[config.mk]
export PLATFORM = sky130hd
export DESIGN_NAME = mem_port_arbiter
export DESIGN_NICKNAME = d
export VERILOG_FILES = /design/src/rtl/mem_port_arbiter_pkg.sv /design/src/rtl/mem_port_arbiter_latch.sv /design/src/rtl/mem_port_arbiter.sv
export SDC_FILE = /design/constraint.sdc
export NUM_CORES = 1
export LEC_CHECK = 0
export ABC_AREA = 1
export ABC_CLOCK_PERIOD_IN_PS = 2000
export CORE_ASPECT_RATIO = 0.9
export CORE_MARGIN = 5
export CORE_UTILIZATION = 34
export CTS_BUF_LIST = sky130_fd_sc_hd__clkbuf_4
export DETAILED_ROUTE_END_ITERATION = 10
export PLACE_DENSITY = 0.89
export SETUP_SLACK_MARGIN = 0.15
export SYNTH_ARGS = -nofsm -noshare
export SYNTH_HDL_FRONTEND = slang
export SYNTH_SLANG_ARGS = --single-unit
[constraint.sdc]
create_clock -name clk -period 2 [get_ports clk]
set_input_delay 0.6 -clock clk [delete_from_list [all_inputs] [get_ports clk]]
set_output_delay 0.6 -clock clk [all_outputs]
set_load 0.01 [all_outputs]
[src/rtl/mem_port_arbiter_pkg.sv]
// -----------------------------------------------------------------------------
// mem_port_arbiter_pkg
//   Shared types for the instruction/data memory port arbiter.
//   lc3b_word      : 16-bit machine word carried on every data/address bus
//   lc3b_mem_wmask : 2-bit byte-enable mask
//   lc3b_arb_state : arbiter FSM states
// -----------------------------------------------------------------------------
package mem_port_arbiter_pkg;

  typedef logic [15:0] lc3b_word;
  typedef logic [1:0]  lc3b_mem_wmask;

  typedef enum logic [1:0] {
    IDLE    = 2'd0,
    SERVE_B = 2'd1,
    SERVE_A = 2'd2,
    RESPOND = 2'd3
  } lc3b_arb_state;

endpackage

[src/rtl/mem_port_arbiter_latch.sv]
// -----------------------------------------------------------------------------
// arb_port_latch
//   Per-port result holder for mem_port_arbiter. It remembers that the port's
//   memory access finished and keeps the read data until the port is answered.
//   Ports:
//     clk, rst  : clock, synchronous active-high reset
//     capture   : the port's memory access finished this cycle
//     load      : the finished access was a read, so take rdata_in
//     clear     : the port's response goes out this cycle
//     rdata_in  : read data from physical memory
//     done      : access finished, response still owed
//     rdata     : last captured read data, held until the next capture
// -----------------------------------------------------------------------------
module arb_port_latch
  import mem_port_arbiter_pkg::*;
(
  input  logic     clk,
  input  logic     rst,
  input  logic     capture,
  input  logic     load,
  input  logic     clear,
  input  lc3b_word rdata_in,
  output logic     done,
  output lc3b_word rdata
);

  // The done flag is set on capture and dropped when the response goes out.
  // Read data is only replaced by a read completion, so a write leaves the
  // previous value visible to the datapath.
  always_ff @(posedge clk) begin
    if (rst) begin
      done  <= 1'b0;
      rdata <= '0;
    end else begin
      if (clear) begin
        done <= 1'b0;
      end else if (capture) begin
        done <= 1'b1;
      end
      if (load) begin
        rdata <= rdata_in;
      end
    end
  end

endmodule

[src/rtl/mem_port_arbiter.sv]
// -----------------------------------------------------------------------------
// mem_port_arbiter
//   Shares one single-ported physical memory between the instruction-fetch
//   port (A) and the data port (B). Accesses are serialized, with B first when
//   both ask, and results are held until the port is answered.
//   Configuration macro: ARB_PAIRED_RESP_EN
//     defined   : a request pending on the other port is served before
//                 responding, and both responses pulse in the same cycle
//     undefined : every access is answered on its own, in separate cycles
//   Ports:
//     clk, rst                      : clock, synchronous active-high reset
//     a_read/a_write/a_wmask/
//       a_address/a_wdata           : port A request (level, held until a_resp)
//     a_resp, a_rdata               : port A done pulse and read data
//     b_*                           : port B, same as port A
//     pmem_read/pmem_write/pmem_wmask/
//       pmem_address/pmem_wdata     : downstream request
//     pmem_resp, pmem_rdata         : downstream done pulse and read data
// -----------------------------------------------------------------------------
module mem_port_arbiter
  import mem_port_arbiter_pkg::*;
(
  input  logic          clk,
  input  logic          rst,

  input  logic          a_read,
  input  logic          a_write,
  input  lc3b_mem_wmask a_wmask,
  input  lc3b_word      a_address,
  input  lc3b_word      a_wdata,
  output logic          a_resp,
  output lc3b_word      a_rdata,

  input  logic          b_read,
  input  logic          b_write,
  input  lc3b_mem_wmask b_wmask,
  input  lc3b_word      b_address,
  input  lc3b_word      b_wdata,
  output logic          b_resp,
  output lc3b_word      b_rdata,

  output logic          pmem_read,
  output logic          pmem_write,
  output lc3b_mem_wmask pmem_wmask,
  output lc3b_word      pmem_address,
  output lc3b_word      pmem_wdata,
  input  logic          pmem_resp,
  input  lc3b_word      pmem_rdata
);

  lc3b_arb_state state;

  logic a_req;
  logic b_req;
  logic a_done;
  logic b_done;
  logic a_capture;
  logic b_capture;
  logic respond;
  logic b_exit_to_a;
  logic a_exit_to_b;

  assign a_req = a_read | a_write;
  assign b_req = b_read | b_write;

  assign a_capture = (state == SERVE_A) & pmem_resp;
  assign b_capture = (state == SERVE_B) & pmem_resp;
  assign respond   = (state == RESPOND);

  // When pairing is on, finishing one port's access hands memory straight to
  // the other port if it is waiting and has not been served yet, so that both
  // answers can be released together.
`ifdef ARB_PAIRED_RESP_EN
  assign b_exit_to_a = a_req & ~a_done;
  assign a_exit_to_b = b_req & ~b_done;
`else
  assign b_exit_to_a = 1'b0;
  assign a_exit_to_b = 1'b0;
`endif

  // Arbitration FSM. B wins ties in IDLE. A SERVE state waits for the memory
  // to finish; a stray pmem_resp outside SERVE has no effect. RESPOND always
  // lasts exactly one cycle, and new requests are only looked at from IDLE.
  always_ff @(posedge clk) begin
    if (rst) begin
      state <= IDLE;
    end else begin
      case (state)
        IDLE: begin
          if (b_req) begin
            state <= SERVE_B;
          end else if (a_req) begin
            state <= SERVE_A;
          end
        end
        SERVE_B: begin
          if (pmem_resp) begin
            state <= b_exit_to_a ? SERVE_A : RESPOND;
          end
        end
        SERVE_A: begin
          if (pmem_resp) begin
            state <= a_exit_to_b ? SERVE_B : RESPOND;
          end
        end
        RESPOND: state <= IDLE;
        default: state <= IDLE;
      endcase
    end
  end

  // The memory sees the served port's request directly, with no added
  // latency; everywhere else the downstream bus is parked at zero.
  always_comb begin
    pmem_read    = 1'b0;
    pmem_write   = 1'b0;
    pmem_wmask   = '0;
    pmem_address = '0;
    pmem_wdata   = '0;
    case (state)
      SERVE_B: begin
        pmem_read    = b_read;
        pmem_write   = b_write;
        pmem_wmask   = b_wmask;
        pmem_address = b_address;
        pmem_wdata   = b_wdata;
      end
      SERVE_A: begin
        pmem_read    = a_read;
        pmem_write   = a_write;
        pmem_wmask   = a_wmask;
        pmem_address = a_address;
        pmem_wdata   = a_wdata;
      end
      default: begin
      end
    endcase
  end

  // Only ports whose access actually finished get a response pulse.
  assign a_resp = respond & a_done;
  assign b_resp = respond & b_done;

  arb_port_latch u_a_latch (
    .clk      (clk),
    .rst      (rst),
    .capture  (a_capture),
    .load     (a_capture & a_read),
    .clear    (respond),
    .rdata_in (pmem_rdata),
    .done     (a_done),
    .rdata    (a_rdata)
  );

  arb_port_latch u_b_latch (
    .clk      (clk),
    .rst      (rst),
    .capture  (b_capture),
    .load     (b_capture & b_read),
    .clear    (respond),
    .rdata_in (pmem_rdata),
    .done     (b_done),
    .rdata    (b_rdata)
  );

endmodule

* Word level (Yosys, flattened, before mapping)
Index checks and enable logic that the tools add are counted.
** Storage, ports and cells
- Input bits :: 91
- Output and inout bits :: 70
- Register bits after elaboration :: 36
- Word-level logic and storage cells :: 31
** Operators by class
- Eq/ne operators :: 5
- Multiplexer cells :: 9
- Reduce and logical (&&, ||, !) cells :: 4
- Bitwise gates (word level) :: 8
** Operators with widths (number)
- case mux 16 bit (2 select lines) :: 2
- AND 1 bit :: 6
- 2-to-1 mux 2 bit :: 3
- case mux 2 bit (3 select lines) :: 1
- equality test 2 bit (second input constant) :: 2
- case mux 1 bit (2 select lines) :: 2
- case mux 2 bit (2 select lines) :: 1
- OR reduction 2 bit :: 2
- inequality test 3 bit (second input constant) :: 1
- equality test 2 x 1 -> 1 bit (second input constant) :: 1
- logical NOT 2 bit :: 1
- inequality test 2 x 1 -> 1 bit (second input constant) :: 1
- OR 1 bit :: 2
- AND reduction 2 bit :: 1

* Longest topological paths before layout
Gate-level depths: netlist of run 1.
- Depth in word-level cells :: 4
- Mapped depth :: 9
- Depth with buffers taken out :: 8

* Hierarchy
Synthesis of run 1 repeated with hierarchy kept, for this count alone.
** Second synthesis, totals
- Cells, all modules :: 367
- Area, all modules :: 2230.9 sq um
** Modules (own cells, without submodules)
- arb_port_latch :: cells each 104, area an instance 694.4 sq um, times used 2, sequential area each 340.3 sq um
- mem_port_arbiter :: cells each 159, area an instance 842.1 sq um, times used 1, sequential area each 40.0 sq um

* Worst setup path after synthesis of run 1
Ideal clock, no wire load.
- Kind :: in2out
- Start point :: input a_read
- End point :: output pmem_read
- Stages :: 4
- Arrival :: 1.256 ns
- Path buffers :: 2
- Required time :: 1.400 ns
- Path slack :: 0.144 ns
- Path through :: buf_2 buf_2 nand2_1 a21oi_1
** Between the ends
- Word-level cells in the longest chain between the ends :: 1
** RTL lines
- start, declared :: RTL line mem_port_arbiter.sv:26 : input logic a_read,
- case mux 1 bit (2 select lines) :: RTL line mem_port_arbiter.sv:120 : case (state)
- end, declared :: RTL line mem_port_arbiter.sv:42 : output logic pmem_read,
No other way between the ends.

* Worst setup path in the final report of run 1
- Start point :: register state[1]
- End point :: output pmem_wdata[3]
** Between the ends
- Word-level cells in the longest chain between the ends :: 2
- Elaborated cells between the ends (all ways) :: 3
- Those cells by class :: 2 x eq/ne; 1 x mux
** RTL lines
- start, declared :: RTL line mem_port_arbiter.sv:51 : lc3b_arb_state state;
- start signal, assigned :: RTL line mem_port_arbiter.sv:98 : state <= b_exit_to_a ? SERVE_A : RESPOND;
- start signal, assigned :: RTL line mem_port_arbiter.sv:103 : state <= a_exit_to_b ? SERVE_B : RESPOND;
- equality test 2 bit or equality test 2 x 1 -> 1 bit (tied branches) :: RTL line mem_port_arbiter.sv:120
- case mux 16 bit (2 select lines) (*) :: RTL line mem_port_arbiter.sv:120
- end, declared :: RTL line mem_port_arbiter.sv:46 : output lc3b_word pmem_wdata,
Every way passes the cells marked *; elsewhere a longest branch is shown, timed or not.

==> implementation parameters, run 1 <==
Parameter                              Value

Synthesis
  Number of distinct library cells after synthesis    19
  Ys Warns    0
  Number of storage elements in the synthesis netlist    36
  Total standard cell area after synthesis    2028 µm²
  Sequential-to-total area share from yosys stat    0.3553
  Syn Nets    399
  Cells after synthesis    304
  Synth Area per Inst    6.672 µm²
  Cell type with the highest aggregate area in the netlist    sky130_fd_sc_hd__dfxtp_1
  Share of Yosys cell area claimed by the top area cell type    0.3553
  Leading cell types by total area after synthesis    sky130_fd_sc_hd__dfxtp_1 (36%), sky130_fd_sc_hd__nand2_1 (21%), sky130_fd_sc_hd__a21oi_1 (16%), sky130_fd_sc_hd__nand3_1 (8.1%), sky130_fd_sc_hd__buf_2 (3.5%)

Pwr
  Clk network pwr share    0.094
  Ratio of total power to cell area    1057 nW/µm²
  Switching share of power    0.4546
  Cell leakage power    1.794 nW
  Net switching power    about 1.9 mW
  Seq pwr share    0.202
  PnR Total Power    about 4.2 mW
  Largest vdd supply drop    1116 µV
  Proportion of power drawn by combinational gates    0.703
  Power Internal    2.301 mW

Setup path
  Kind of launch point of the worst setup path    flop
  Required time reported for the critical path endpoint    1.40 ns
  Signal arrival time at the worst endpoint    1.65 ns
  Crit-path slowest cell    sky130_fd_sc_hd__dfxtp_2
  CP max stage delay    0.39 ns
  Crit-path leading delay family    buffers and inverters
  Setup CP Type    reg2out
  Kind of end point of the critical path    output port
  Peak fanout along the critical path    8
  Series of cell instances along the critical path    buf_6 -> ha_4 -> clkbuf_16 -> nand2_1 -> a21oi_1 -> buf_2
  Worst Path Buf+Inv    3

Clock network
  Clock transition time at the flip-flop clock pins of the worst setup and hold paths    0.12 ns
  Number of buffers between clock root and the deepest sink    2
  Number of buffers created by CTS    5
  Deepest level of the CTS H-tree    2
  Sink Count    36
  CTS tree    yes
  Source-to-sink clock delay at the later pin of the worst-skew pair    0.35 ns
  CTS Root Buffer Type    sky130_fd_sc_hd__clkbuf_4

Cells and area
  Fillers    roughly 480
  Final standard cell count with taps included and fillers excluded    540
  Utilization after layout    0.6969
  Area Growth Syn to Fin    96.73%
  Most frequent cells in the layout    sky130_fd_sc_hd__nand2_1 (90), sky130_fd_sc_hd__clkdlybuf4s50_1 (90), sky130_fd_sc_hd__buf_2 (34), sky130_fd_sc_hd__dfxtp_1 (34)
  Total inserted antenna cells    0
  Final Instance Area    ~4000 µm²
  Fraction of final layout cells with drive strength greater than 1    0.2979
  Layout net count    564

Drt
  Initial DRC count    113
  Via Count    ~2800
  Number of nets with antenna violations after detailed routing    0
  Detailed Route WL    9361 µm
  Post-DR wirelength/cell    17.34 µm
  Via-to-Cell Ratio    between 5 and 6
  Remaining routing DRC violations    0
  Number of detailed-route iterations in the first pass    4

Floorplanning
  Number of rows created at floorplan    26
  Effective utilization at floorplan    0.3542
  Die footprint    7612 µm²
  Top Ports    161
  Placeable core region    approximately 5700 µm²
  Vertical die dimension    83.27 µm
  Die span in x    slightly above 90 µm

Timing
  Ratio of final minimum period to clock period    1.124
  Unrepaired setup endpoints after global routing    true
  Actual transition at the worst max-transition pin    0.2600 ns
  Final count of pins violating max slew    0
  Highest attainable clock frequency    445.0 MHz
  Relative slew slack    0.8267
  Final worst clock skew    between 0.015 and 0.02 ns
  Worst hold slack after final layout    ~0.47 ns
  Final-layout setup total negative slack    -5.097 ns
  Final setup violation count    36
  Tmin final    2.247 ns
  Final hold viol count    0
  Final WS setup    -0.2472 ns

Global route
  Overall routing resource usage    0.2206
  Pin count of the biggest net entering global routing    25
  Antenna violations before repair    0
  Via count of the first global-routing pass    2636
  Overflow after GRT    0
  Global-route wire length before repair    13800 µm

Status
  Failing checks    setup timing
  Outcome    finished with violations

Placement
  Setup WS pre-CTS    -0.4862 ns
  Total half-perimeter wirelength after legalization and detailed placement    6304 µm
  Final Wtd Congestion    0.8061
  Number of input and output port buffers inserted    160
  Placed Instances    524
  Cell Area, Placed    around 3700 µm²

Flow run
  Count of max-cap constraint violations    0

Hold path
  Worst min-delay path class    reg2reg
## path summary, 6_finish.rpt
kind | from | endpoint | slack (ns) | depth (start not counted)
max reg2reg | state[1]$_SDFFE_PP0P_ | state[1]$_SDFFE_PP0P_ | 0.25 | 10
max | state[1]$_SDFFE_PP0P_ | pmem_wdata[3] | -0.25 | 6
min | u_a_latch.rdata[5]$_SDFFE_PP0P_ | u_a_latch.rdata[5]$_SDFFE_PP0P_ | 0.47 | 2
min reg2reg | u_a_latch.rdata[5]$_SDFFE_PP0P_ | u_a_latch.rdata[5]$_SDFFE_PP0P_ | 0.47 | 2
## power groups by stage
stage	Sequential (mW)	Clock (mW)	Combinational [mW]
3_3_place_gp	0.841	0	2.22
4_1_cts	0.843	0.403	2.67
5_1_grt	0.861	0.435	3.15
6_report	0.853	0.399	2.97
3_5_place_dp	0.846	0	2.25
2_1_floorplan	0.862	0	1.14
## layout make-up
type	count	area, µm²	area share
repair buffers	182	1723	0.4318
multi-input cells	234	1340	0.3358
flip-flops and latches	36	725.7	0.1819
well taps	70	87.58	0.02195
inverters	10	57.56	0.01442
clock buffers	6	45.04	0.01129
clock inverters	2	11.26	0.002822
## flip-flops by register name, indices dropped and copies added, names as in the netlist
| register | flops |
|---|---|
| u_b_latch.done | 1 |
| u_a_latch.done | 1 |
| u_a_latch.rdata | 16 |
| state | 2 |
| u_b_latch.rdata | 16 |
## kinds of logic after synthesis
group	synth area share
and+or+nand+nor	0.3282
AOI/OAI and AO/OA	0.1838
DFF	0.3553
buffers and inverters	0.1080
adders and majority gates	0.02468
## layer usage
layer	track usage	vias to the layer above	routed length (µm)
li1	-	1323	-
met1	0.2634	1313	3787
met2	0.3728	157	4505
met3	0.06872	13	894
met4	0.07067	0	174
met5	0	-	0
## repair_timing
item,in CTS,in global routing
hold buffers,0,0
gates resized for setup,225,45
pin swaps,1,5
buffers inserted,3,1
endpoints found under the setup margin,61,47
gates cloned,2,2
## worst register-to-register path: cells and delay by family (launching register included)
family	cells	cell delay, ns
flip-flops	1	0.39
AND/OR/NAND/NOR	5	0.56
adder cells (fa/ha/maj)	1	0.28
buffers and inverters	4	0.43
## synthesized netlist by cell type
cell,n
sky130_fd_sc_hd__a21oi_1,66
sky130_fd_sc_hd__buf_4,1
sky130_fd_sc_hd__nand2_4,4
sky130_fd_sc_hd__clkbuf_1,1
sky130_fd_sc_hd__nor2_1,7
sky130_fd_sc_hd__inv_1,8
sky130_fd_sc_hd__o21ai_0,5
sky130_fd_sc_hd__nand3_1,33
sky130_fd_sc_hd__dfxtp_1,36
sky130_fd_sc_hd__buf_6,5
sky130_fd_sc_hd__ha_1,4
sky130_fd_sc_hd__nand2_1,111
sky130_fd_sc_hd__inv_6,2
sky130_fd_sc_hd__or2_2,1
sky130_fd_sc_hd__buf_8,2
sky130_fd_sc_hd__buf_2,14
sky130_fd_sc_hd__buf_1,1
sky130_fd_sc_hd__a21oi_2,2
sky130_fd_sc_hd__nand2_2,1
No activity file was read; power rests on OpenSTA's default activity.
==> run 2, diff against run 1 <==
--- a/config.mk
+++ b/config.mk
@@ -12,6 +12,7 @@
 export CORE_UTILIZATION = 34
 export CTS_BUF_LIST = sky130_fd_sc_hd__clkbuf_4
 export DETAILED_ROUTE_END_ITERATION = 10
+export GPL_TIMING_DRIVEN = 0
 export PLACE_DENSITY = 0.89
 export SETUP_SLACK_MARGIN = 0.15
 export SYNTH_ARGS = -nofsm -noshare
==> implementation parameters, run 2 (synthesis gave the netlist of run 1 again) <==
Parameter                              Value

Drt
  Via-to-Cell Ratio    5.075 (was 5.196)
  Post-DR wirelength/cell    16.88 µm (was 17.34 µm)
  Initial DRC count    98 (was 113)
  Detailed Route WL    9455 µm (was 9361 µm)
  Via Count    2842 (was 2806)
  Remaining routing DRC violations    0 (unchanged)
  Number of detailed-route iterations in the first pass    4 (unchanged)
  Number of nets with antenna violations after detailed routing    0 (unchanged)

Floorplanning
  Number of rows created at floorplan    26 (unchanged)
  Die footprint    7612 µm² (unchanged)
  Placeable core region    5725 µm² (unchanged)
  Die span in x    91.42 µm (unchanged)
  Top Ports    161 (unchanged)
  Vertical die dimension    83.27 µm (unchanged)
  Effective utilization at floorplan    0.3542 (unchanged)

Pwr
  Cell leakage power    1.964 nW (was 1.794 nW)
  Power Internal    2.852 mW (was 2.301 mW)
  Proportion of power drawn by combinational gates    0.723 (was 0.703)
  Ratio of total power to cell area    1147 nW/µm² (was 1057 nW/µm²)
  Seq pwr share    0.174 (was 0.202)
  Largest vdd supply drop    1096 µV (was 1116 µV)
  Clk network pwr share    0.103 (was 0.094)
  Net switching power    2.002 mW (was 1.918 mW)
  Switching share of power    0.4125 (was 0.4546)

Clock network
  Number of buffers between clock root and the deepest sink    2 (unchanged)
  CTS tree    yes (unchanged)
  Source-to-sink clock delay at the later pin of the worst-skew pair    0.34 ns (was 0.35 ns)
  Sink Count    36 (unchanged)
  CTS Root Buffer Type    sky130_fd_sc_hd__clkbuf_4 (unchanged)
  Deepest level of the CTS H-tree    2 (unchanged)
  Number of buffers created by CTS    5 (unchanged)
  Clock transition time at the flip-flop clock pins of the worst setup and hold paths    0.11 ns (was 0.12 ns)

Hold path
  Worst min-delay path class    reg2reg (unchanged)
  Worst hold path endpoint    u_b_latch.rdata[11]$_SDFFE_PP0P_ (was u_a_latch.rdata[5]$_SDFFE_PP0P_)
  Hold path startpoint    u_b_latch.rdata[11]$_SDFFE_PP0P_ (was u_a_latch.rdata[5]$_SDFFE_PP0P_)
  Number of cells on the worst hold path    2 (unchanged)

Placement
  Number of input and output port buffers inserted    158 (was 160)
  Final Wtd Congestion    0.8683 (was 0.8061)
  Cell Area, Placed    3701 µm² (was 3692 µm²)
  Placed Instances    532 (was 524)
  Total half-perimeter wirelength after legalization and detailed placement    6723 µm (was 6304 µm)

Timing
  Final hold viol count    0 (unchanged)
  Unrepaired setup endpoints after global routing    true (unchanged)
  Final-layout setup total negative slack    -6.964 ns (was -5.097 ns)
  Final count of pins violating max slew    0 (unchanged)
  Tmin final    2.237 ns (was 2.247 ns)
  Worst hold slack after final layout    0.4647 ns (was 0.4664 ns)
  Final WS setup    -0.2373 ns (was -0.2472 ns)
  Actual transition at the worst max-transition pin    0.5240 ns (was 0.2600 ns)
  Final setup violation count    36 (unchanged)
  Ratio of final minimum period to clock period    1.119 (was 1.124)
  Relative slew slack    0.6507 (was 0.8267)
  Highest attainable clock frequency    447.0 MHz (was 445.0 MHz)
  Final worst clock skew    0.01038 ns (was 0.01852 ns)

Global route
  Overall routing resource usage    0.2247 (was 0.2206)
  Overflow after GRT    0 (unchanged)
  Pin count of the biggest net entering global routing    12 (was 25)
  Via count of the first global-routing pass    2806 (was 2636)
  Global-route wire length before repair    14230 µm (was 13800 µm)
  Antenna violations before repair    0 (unchanged)

Setup path
  Peak fanout along the critical path    7 (was 8)
  Kind of end point of the critical path    output port (unchanged)
  Worst R2R Start    state[0]$_SDFFE_PP0P_ (was state[1]$_SDFFE_PP0P_)
  Setup CP Type    reg2out (unchanged)
  FF-to-FF setup slack    0.40 ns (was 0.25 ns)
  Path depth of the worst reg2reg path    10 (unchanged)
  Kind of launch point of the worst setup path    flop (unchanged)
  Signal arrival time at the worst endpoint    1.64 ns (was 1.65 ns)
  Worst r2r dst    u_b_latch.rdata[0]$_SDFFE_PP0P_ (was state[1]$_SDFFE_PP0P_)
  Required time reported for the critical path endpoint    1.40 ns (about the same)

Cells and area
  Total inserted antenna cells    0 (unchanged)
  Utilization after layout    0.7391 (was 0.6969)
  Fillers    429 (was 479)
  Final standard cell count with taps included and fillers excluded    560 (was 540)
  Largest registers    u_a_latch.rdata: 16 flops, u_b_latch.rdata: 16 flops, state: 2 flops (unchanged)
  Final Instance Area    4232 µm² (was 3990 µm²)
  Most common library cell in the layout ignoring fill and taps    sky130_fd_sc_hd__nand2_1
  Area Growth Syn to Fin    108.6% (was 96.73%)
  Fraction of final layout cells with drive strength greater than 1    0.2898 (was 0.2979)
  Layout net count    584 (was 564)
  Most frequent cells in the layout    sky130_fd_sc_hd__nand2_1 (107), sky130_fd_sc_hd__clkdlybuf4s50_1 (87), sky130_fd_sc_hd__buf_2 (36), sky130_fd_sc_hd__dfxtp_1 (34) (was sky130_fd_sc_hd__nand2_1 (90), sky130_fd_sc_hd__clkdlybuf4s50_1 (90), sky130_fd_sc_hd__buf_2 (34), sky130_fd_sc_hd__dfxtp_1 (34))

Status
  Outcome    finished with violations (unchanged)
  Failing checks    setup timing (unchanged)

Flow run
  Count of max-cap constraint violations    0 (unchanged)
## run 2: layer usage
layer / up-vias / track usage / routed length, µm
met5: - / 0 / 0
met4: 0 / 0.06000 / 145
met3: 18 / 0.08861 / 881
met2: 149 / 0.3858 / 4576
met1: 1311 / 0.2568 / 3852
li1: 1364 / - / -
## run 2: critical path: stages (launching register included)
cell and delay, ns:
sky130_fd_sc_hd__dfxtp_4 0.39, sky130_fd_sc_hd__buf_4 0.12, sky130_fd_sc_hd__ha_4 0.15, sky130_fd_sc_hd__buf_12 0.14, sky130_fd_sc_hd__clkbuf_16 0.14, sky130_fd_sc_hd__nand2_1 0.07, sky130_fd_sc_hd__a21oi_2 0.13, sky130_fd_sc_hd__buf_2 0.17
## run 2: cell type report
cell class / count / area (µm²) / area share
Clock buffer: 5 / 37.54 / 0.008870
Buffer: 24 / 295.3 / 0.06978
Inverter: 10 / 57.56 / 0.01360
Multi-Input combinational cell: 234 / 1310 / 0.3096
Timing Repair Buffer: 178 / 1680 / 0.3971
Sequential cell: 36 / 725.7 / 0.1715
Tap cell: 70 / 87.58 / 0.02070
Clock inverter: 3 / 37.54 / 0.008870
## run 2: power groups by stage
| stage | clock (mW) | sequential [mW] | combinational (mW) |
|---|---|---|---|
| after floorplan | 0 | 0.862 | 1.14 |
| final | 0.500 | 0.847 | 3.51 |
| after CTS | 0.510 | 0.844 | 2.62 |
| after global routing | 0.538 | 0.856 | 3.71 |
| after detailed placement | 0 | 0.847 | 2.17 |
| after global placement | 0 | 0.844 | 2.14 |
## run 2: worst max-delay path by stage
stage                                      from               end  depth (start not counted)
after floorplan           state[0]$_SDFFE_PP0P_  pmem_address[10]                          6
after global placement                   b_read         pmem_read                          6
final                     state[0]$_SDFFE_PP0P_     pmem_wdata[1]                          7
after global routing      state[0]$_SDFFE_PP0P_     pmem_wdata[0]                          7
after CTS                 state[0]$_SDFFE_PP0P_     pmem_wdata[0]                          7
after detailed placement                 b_read         pmem_read                          6
## run 2: what timing repair did
action / in CTS / in global routing
pin swaps: 2 / 12
setup endpoints to repair: 57 / 51
setup buffers: 8 / 4
resized for setup: 217 / 74
hold buffers: 0 / 0
gates cloned: 4 / 4
## run 2: per-stage QoR
| stage | setup slack [ns] | total power, mW |
|---|---|---|
| after floorplan | 0.1659 | 2.001 |
| after global placement | -0.8489 | 2.988 |
| after detailed placement | -0.8766 | 3.021 |
| after CTS | -0.2198 | 3.973 |
| after global routing | -0.2904 | 5.100 |
| final | -0.2373 | 4.855 |
